$ cat config.mk
export PLATFORM = sky130hd
export DESIGN_NAME = core_inst_seq
export DESIGN_NICKNAME = d
export VERILOG_FILES = /design/src/rtl/core_inst_seq.sv
export SDC_FILE = /design/constraint.sdc
export NUM_CORES = 1
export LEC_CHECK = 0
export BUFFER_PORTS_ARGS = -buffer_cell sky130_fd_sc_hd__buf_4
export CORE_MARGIN = 2
export CORE_UTILIZATION = 45
export DETAILED_ROUTE_END_ITERATION = 12
export PLACE_DENSITY = 0.76
export SLEW_MARGIN = 20
export SYNTH_ARGS = -nofsm -noshare
export SYNTH_HDL_FRONTEND = slang
export SYNTH_SLANG_ARGS = --single-unit
$ cat constraint.sdc
create_clock -name clk -period 2.5 [get_ports clk]
set_input_delay 0.25 -clock clk [delete_from_list [all_inputs] [get_ports clk]]
set_output_delay 0.25 -clock clk [all_outputs]
set_load 0.02 [all_outputs]
$ cat src/rtl/core_inst_seq.sv
// core_inst_seq: host-driven instruction sequencer for the attention core.
// Writes total_cycle Q vectors and col K vectors into the core memories,
// loads K into the array, executes total_cycle dot-product steps, then
// drains the output FIFO into pmem. The instruction word and memory data bus
// are registered, so each word appears one cycle after the state that
// produced it.
// total_cycle and col must each be at most 16 because the address fields
// are 4 bits wide.
module core_inst_seq #(
   parameter int total_cycle = 8,
   parameter int col         = 8,
   parameter int pr          = 8,
   parameter int bw          = 8,
   parameter int gap_q       = 3,
   parameter int gap_k       = 2,
   parameter int gap_load    = 10,
   parameter int gap_exec    = 10
) (
   input  logic             clk,
   input  logic             reset,
   input  logic             start,
   input  logic             in_valid,
   input  logic [pr*bw-1:0] in_data,
   output logic             in_ready,
   output logic [16:0]      inst,
   output logic [pr*bw-1:0] mem_in,
   output logic             busy,
   output logic             done
);

   function automatic int imax(input int a, input int b);
      return (a > b) ? a : b;
   endfunction

   // One counter serves both the gap countdowns and the 0..N-1 address ramps,
   // so it must cover the largest of all of them (and at least the 4-bit
   // address field).
   localparam int cnt_span = imax(imax(imax(total_cycle, col), imax(gap_q, gap_k)),
                                  imax(gap_load, gap_exec));
   localparam int cnt_w    = imax(4, $clog2(cnt_span + 1));

   typedef logic [cnt_w-1:0] cnt_t;

   localparam cnt_t q_last  = cnt_t'(total_cycle - 1);
   localparam cnt_t k_last  = cnt_t'(col - 1);
   localparam cnt_t gq_init = cnt_t'((gap_q    > 0) ? gap_q    - 1 : 0);
   localparam cnt_t gk_init = cnt_t'((gap_k    > 0) ? gap_k    - 1 : 0);
   localparam cnt_t gl_init = cnt_t'((gap_load > 0) ? gap_load - 1 : 0);
   localparam cnt_t ge_init = cnt_t'((gap_exec > 0) ? gap_exec - 1 : 0);

   // Instruction word bit positions.
   localparam int b_ofifo_rd = 16;
   localparam int b_execute  = 7;
   localparam int b_load     = 6;
   localparam int b_qmem_rd  = 5;
   localparam int b_qmem_wr  = 4;
   localparam int b_kmem_rd  = 3;
   localparam int b_kmem_wr  = 2;
   localparam int b_pmem_wr  = 0;

   typedef enum logic [3:0] {
      IDLE, QWR, GAPQ, KWR, GAPK, KLOAD, KTAIL, GAPL, EXEC, GAPE, DRAIN, DONE
   } state_t;

   state_t             state, state_d;
   cnt_t               cnt, cnt_d;
   logic [16:0]        inst_d;
   logic [pr*bw-1:0]   mem_in_d;
   logic               busy_d, done_d;

   assign in_ready = (state == QWR) || (state == KWR);

   // State, counter and registered outputs.
   always_ff @(posedge clk or negedge reset) begin
      if (!reset) begin
         state  <= IDLE;
         cnt    <= '0;
         inst   <= '0;
         mem_in <= '0;
         busy   <= 1'b0;
         done   <= 1'b0;
      end else begin
         // NOTE: non-blocking so every register samples the pre-edge values
         // of the others, independent of statement order.
         state  <= state_d;
         cnt    <= cnt_d;
         inst   <= inst_d;
         mem_in <= mem_in_d;
         busy   <= busy_d;
         done   <= done_d;
      end
   end

   // Next state, counter and the instruction word for the following cycle.
   always_comb begin
      // NOTE: every output gets a default first so no path leaves one
      // unassigned, which would otherwise infer a latch.
      state_d  = state;
      cnt_d    = cnt;
      inst_d   = '0;
      mem_in_d = mem_in;
      done_d   = 1'b0;

      unique case (state)
         IDLE: begin
            if (start) begin
               state_d = QWR;
               cnt_d   = '0;
            end
         end
         QWR: begin
            if (in_valid) begin
               inst_d[b_qmem_wr] = 1'b1;
               inst_d[15:12]     = cnt[3:0];
               mem_in_d          = in_data;
               if (cnt == q_last) begin
                  state_d = (gap_q > 0) ? GAPQ : KWR;
                  cnt_d   = (gap_q > 0) ? gq_init : '0;
               end else begin
                  cnt_d = cnt + 1'b1;
               end
            end
         end
         GAPQ: begin
            if (cnt == '0) state_d = KWR;
            else           cnt_d   = cnt - 1'b1;
         end
         KWR: begin
            if (in_valid) begin
               inst_d[b_kmem_wr] = 1'b1;
               inst_d[15:12]     = cnt[3:0];
               mem_in_d          = in_data;
               if (cnt == k_last) begin
                  state_d = (gap_k > 0) ? GAPK : KLOAD;
                  cnt_d   = (gap_k > 0) ? gk_init : '0;
               end else begin
                  cnt_d = cnt + 1'b1;
               end
            end
         end
         GAPK: begin
            if (cnt == '0) state_d = KLOAD;
            else           cnt_d   = cnt - 1'b1;
         end
         KLOAD: begin
            inst_d[b_load]    = 1'b1;
            inst_d[b_kmem_rd] = 1'b1;
            inst_d[15:12]     = cnt[3:0];
            if (cnt == k_last) begin
               state_d = KTAIL;
               cnt_d   = '0;
            end else begin
               cnt_d = cnt + 1'b1;
            end
         end
         KTAIL: begin
            // Extra load beat with kmem_rd low flushes the last K vector in.
            inst_d[b_load] = 1'b1;
            state_d        = (gap_load > 0) ? GAPL : EXEC;
            cnt_d          = (gap_load > 0) ? gl_init : '0;
         end
         GAPL: begin
            if (cnt == '0) state_d = EXEC;
            else           cnt_d   = cnt - 1'b1;
         end
         EXEC: begin
            inst_d[b_execute] = 1'b1;
            inst_d[b_qmem_rd] = 1'b1;
            inst_d[15:12]     = cnt[3:0];
            if (cnt == q_last) begin
               state_d = (gap_exec > 0) ? GAPE : DRAIN;
               cnt_d   = (gap_exec > 0) ? ge_init : '0;
            end else begin
               cnt_d = cnt + 1'b1;
            end
         end
         GAPE: begin
            if (cnt == '0) state_d = DRAIN;
            else           cnt_d   = cnt - 1'b1;
         end
         DRAIN: begin
            inst_d[b_ofifo_rd] = 1'b1;
            inst_d[b_pmem_wr]  = 1'b1;
            inst_d[11:8]       = cnt[3:0];
            if (cnt == q_last) begin
               state_d = DONE;
               cnt_d   = '0;
            end else begin
               cnt_d = cnt + 1'b1;
            end
         end
         DONE: begin
            done_d  = 1'b1;
            state_d = IDLE;
         end
         default: begin
            state_d = IDLE;
            cnt_d   = '0;
         end
      endcase

      // busy stays high through the cycle that carries the done pulse.
      busy_d = (state_d != IDLE) || (state == DONE);
   end

endmodule

### After elaboration in Yosys (flattened, before gate mapping)

Index checks and enable logic that the tools add are counted.

| cells by class | value |
|---|---|
| divide/modulo/power cells | 0 |
| multiplexer cells | 33 |
| shifts and indexed selects | 0 |
| $mul | 0 |
| add/subtract/negate cells | 2 |
| eq/ne operators | 16 |
| reductions and logical operators | 12 |
| bitwise gates (word level) | 1 |
| magnitude comparators | 0 |

Operator list:

| kind | count |
|---|---|
| $mux W4 | 22 |
| $pmux W4 S11 | 1 |
| $pmux W4 S8 | 1 |
| $eq A4 B3 Y1 const B | 5 |
| $eq A4 B4 Y1 const B | 4 |
| $eq A4 B2 Y1 const B | 2 |
| $logic_not A4 Y1 | 2 |
| $mux W1 | 8 |
| $ne A2 B2 Y1 const B | 4 |
| $pmux W4 S2 | 1 |
| $reduce_or A2 Y1 | 4 |
| $reduce_and A5 Y1 | 1 |
| $add A4 B1 Y4 const B | 1 |
| $eq A4 B1 Y1 const B | 1 |
| $reduce_bool A4 Y1 | 1 |
| $reduce_or A4 Y1 | 1 |
| $sub A4 B1 Y4 const B | 1 |
| $logic_or A1 B1 Y1 | 2 |
| $reduce_and A2 Y1 | 1 |
| $not A1 Y1 | 1 |

| storage, ports and cells | value |
|---|---|
| memory bits (writable) | 0 |
| bits in read-only memories | 0 |
| register bits after elaboration | 90 |
| output and inout port bits | 84 |
| bits of input ports | 68 |
| latch bits | 0 |
| memories | 0 |
| logic and storage cells | 70 |

### Logic depth before layout (Yosys ltp)

| depth | value |
|---|---|
| depth after elaboration | 6 |
| depth in mapped cells | 8 |
| mapped depth without buffers | 7 |

### Least setup slack after synthesis

No wires, ideal clock.

| timing | value |
|---|---|
| path kind | reg2reg |
| start | reg cnt[0] |
| end | reg busy |
| required time | 2.369 ns |
| arrival time | 1.981 ns |
| library setup time | 0.131 ns |
| slack | 0.388 ns |
| clock period less this slack | 2.112 ns |
| cell stages (with the launch flop) | 9 |
| path buffers | 1 |
| cell sequence | dfrtp_1 > clkbuf_1 > inv_1 > ha_1 > or3b_4 > a31oi_1 > o21ai_1 > a2bb2o_4 > or3_1 |

| between the ends | value |
|---|---|
| word-level cells in the longest chain between the ends | 6 |

RTL lines:

| item | RTL line | RTL |
|---|---|---|
| from (decl) | 66 | `cnt_t cnt, cnt_d;` |
| from (signal assigned) | 86 | `cnt <= cnt_d;` |
| $eq A4 B3 Y1 | - |  |
| $mux W4, on equally long branches | 133, 116 |  |
| $mux W4, on equally long branches | 129, 112 |  |
| $pmux W4 S11 * | 104 | `unique case (state)` |
| named net state_d[0] | 65 | `state_t state, state_d;` |
| $reduce_bool A4 Y1 * | 203 | `busy_d = (state_d != IDLE) \|\| (state == DONE);` |
| $logic_or A1 B1 Y1 * | 203 |  |
| named net busy_d | 69 | `logic busy_d, done_d;` |
| to (signal assigned) | 89 | `busy <= busy_d;` |
| to (decl) | 27 | `output logic busy,` |

Mark *: on every way through the listed nets, which the timed path passes. The rest lies on a longest branch.
A chain may end at the register's enable or synchronous reset.

### Final worst setup path

Ends and elaborated chain as after synthesis.

==> flow_summary.toml <==
[status]
status = "completed"

[grt]
first_global_vias = 2826
antenna_found_initial = 0
grt_start_max_net_pins = 47
grt_usage = 0.2062
grtUsageMet2 = 0.3360
grt_pass1_wl_um = 15570
met3_usage = 0.05419
grt_overflow = 0
grtUsageMet1 = 0.2776
busiest_layer = "met2"

[power_and_ir_drop]
cellPowerDensity_mw_per_mm2 = 909.3
p_leak_nw = 2.509
sw_frac_of_total = 0.3644
total_power_mw = 4.793
internal_power_mw = 3.047
pwr-share-seq = 0.409
power_switching_mw = 1.746
comb_power_share = 0.404
ir_drop_uv = 305.2
p_clk_frac = 0.187

[synth]
synth_top_area_share = 0.5701
synth_area_mm2 = 0.003862
async_flop_share = 1.000
synthTopCellsByCount = "dfrtp_1, mux2_2, nor2_1"
syn_area_per_cell_um2 = 13.05
synth_most_common_cell = "dfrtp_1"
synth_top_flop_cell = "dfrtp_1"
synth_edf_count = 0
syn_inst = 296
ys_warn_count = 0
netlist_top_cells_area = "dfrtp_1, mux2_2, buf_4"
synth-seq-cells = 88
syn_nets = 366
seq_area_frac_synth = 0.5701
ys_types = 52
synth_area_leader_cell = "dfrtp_1"

[min_path]
hold_end = "mem_in[59]"
min_path_cells = 2
hold_path.class = "primary input to flop"
hold_start = "in_data[59]"

[setup_path]
crit_path_end_kind = "flop"
crit_type = "flop to flop"
r2r_cells = 7
timing.rr.end = "busy"
r2r-start = "cnt[0]"
crit_start = "cnt[0]"
reg2reg_slack_ps = 220
cp-start-kind = "flop"
crit_required_ps = 2720
crit_arrival_ps = 2500
path_max_fanout = 10

[layout]
drive_gt1_frac = 0.5491
nets = 513
seqCellArea_mm2 = 0.002202
antenna_cells = 0
final_cells = 553
area_growth_pct = 36.48
multi_input_area_mm2 = 0.001506
fillers = 625

[sta]
worst_pin_slew_ps = 603.2
min_period_ps = 2278
hold_viol_final = 0
hold_ws_ps = 126.4
min_period_over_period = 0.9111
fin_worst_skew_ps = 10.22
final-setup-viol-count = 0
finalSetupTns_ps = 0
timing.final.max_slew_violations = 0
rsz0062_at_grt = "false"
fmax_mhz = 439.0
slew_headroom = 0.5979

[routing]
drc_errors = 0
dr.pass1.iters = 4
drt_wl_total_um = 9416
wl_per_cell_um = 17.03
drtAntennaViolNets = 0
dr_total_vias = 2930
vias_per_cell = 5.298
drt_iter0_drc = 170

[clock_network]
cts_resized = 0
cts_tree = "built"
clock-sinks = 88
insertion_delay_ps = 350
cts_buffer_depth = 2
cts_root_buf = "clkbuf_8"
clk_pin_slew_ps = 90
cts_buffers = 9
cts_max_level = 3

[die]
core_mm2 = 0.008258
die_w_um = 96.65
die_height_um = 96.65
initial_core_util = 0.4677
dieArea_mm2 = 0.009340
fp-row-count = 33
num_io_pins = 152

[placement]
dp_hpwl_um = 7020
port_buffers = 150
placed_cells = 536
place.gp.congestion = 0.9416

[run]
drv_cap = 0
power by group through the flow:
| stage | logic (mW) | registers, mW | clock network [mW] |
|---|---|---|---|
| finish | 1.94 | 1.96 | 0.894 |
| global route | 2.08 | 2.01 | 0.990 |
| CTS | 1.95 | 1.96 | 0.927 |
| detailed placement | 1.94 | 1.99 | 0 |
| global placement | 1.91 | 1.97 | 0 |
| floorplan | 0.981 | 2.21 | 0 |
stage by stage:
step | worst slack, ps | cell area (um2) | utilization
floorplan | 388.1 | 3862 | -
global placement | 351.9 | 5082 | 0.6155
detailed placement | 266.8 | 5082 | 0.6155
CTS | 243.9 | 5271 | 0.6383
global route | 69.32 | 5271 | 0.6383
finish | 222.2 | 5271 | 0.6383
per-layer routing:
layer | share of wire | wire (um)
met5 | 0 | 0
met4 | 0.0099 | 93
met3 | 0.069 | 648
met2 | 0.49 | 4618
met1 | 0.43 | 4055
registers in the layout, summed over array words and instances (netlist names):
name and cells:
state 4, cnt 4, busy 1, mem_in 64
inst 14, done 1
kinds of logic after synthesis:
family / Yosys count / synth area share
flip-flops: 88 / 0.5701
multiplexers: 70 / 0.2025
AND/OR/NAND/NOR: 58 / 0.08293
AO/OA/AOI/OAI: 45 / 0.08909
buffers and inverters: 29 / 0.04114
XOR/XNOR: 3 / 0.006804
adder cells (fa/ha/maj): 2 / 0.006478
other: 1 / 0.0009709
critical path, stage by stage, from the launching register on:
cell	delay, ps
dfrtp_1	480
inv_1	170
ha_1	220
or3b_4	420
a31oi_1	200
o21ai_1	100
a2bb2o_4	220
or3_1	340
cell type report:
class	instances	area share
timing repair buffer	158	0.2326
tap	105	0.02492
clock buffer	10	0.02421
inverter	7	0.004985
sequential	88	0.4178
clock inverter	6	0.009732
multi-input combinational	179	0.2858
worst max path at each step:
stage                     endpoint  cells after the start
after global placement        busy                      7
after global routing          busy                      7
after detailed placement      busy                      7
after floorplan               busy                      8
after CTS                     busy                      7
final                         busy                      7
cell usage in the layout, fill, tap and decap left out, types with 4 or more instances in the layout:
cell type / Yosys / layout
mux2_2: 65 / 65
a21oi_1: 7 / 7
and3_1: 5 / 5
nor2_1: 14 / 14
clkbuf_8: 0 / 9
nand2_1: 8 / 8
o21ai_0: 8 / 8
nor3_1: 9 / 8
inv_1: 7 / 7
buf_4: 10 / 154
mux2i_1: 5 / 5
nor2b_1: 4 / 4
dfrtp_1: 88 / 88
what timing repair did:
item	4_1_cts	5_1_grt
buffers inserted	0	0
hold buffers	1	0
endpoints found under the hold margin	45	0
No activity file was read; power rests on OpenSTA's default activity.
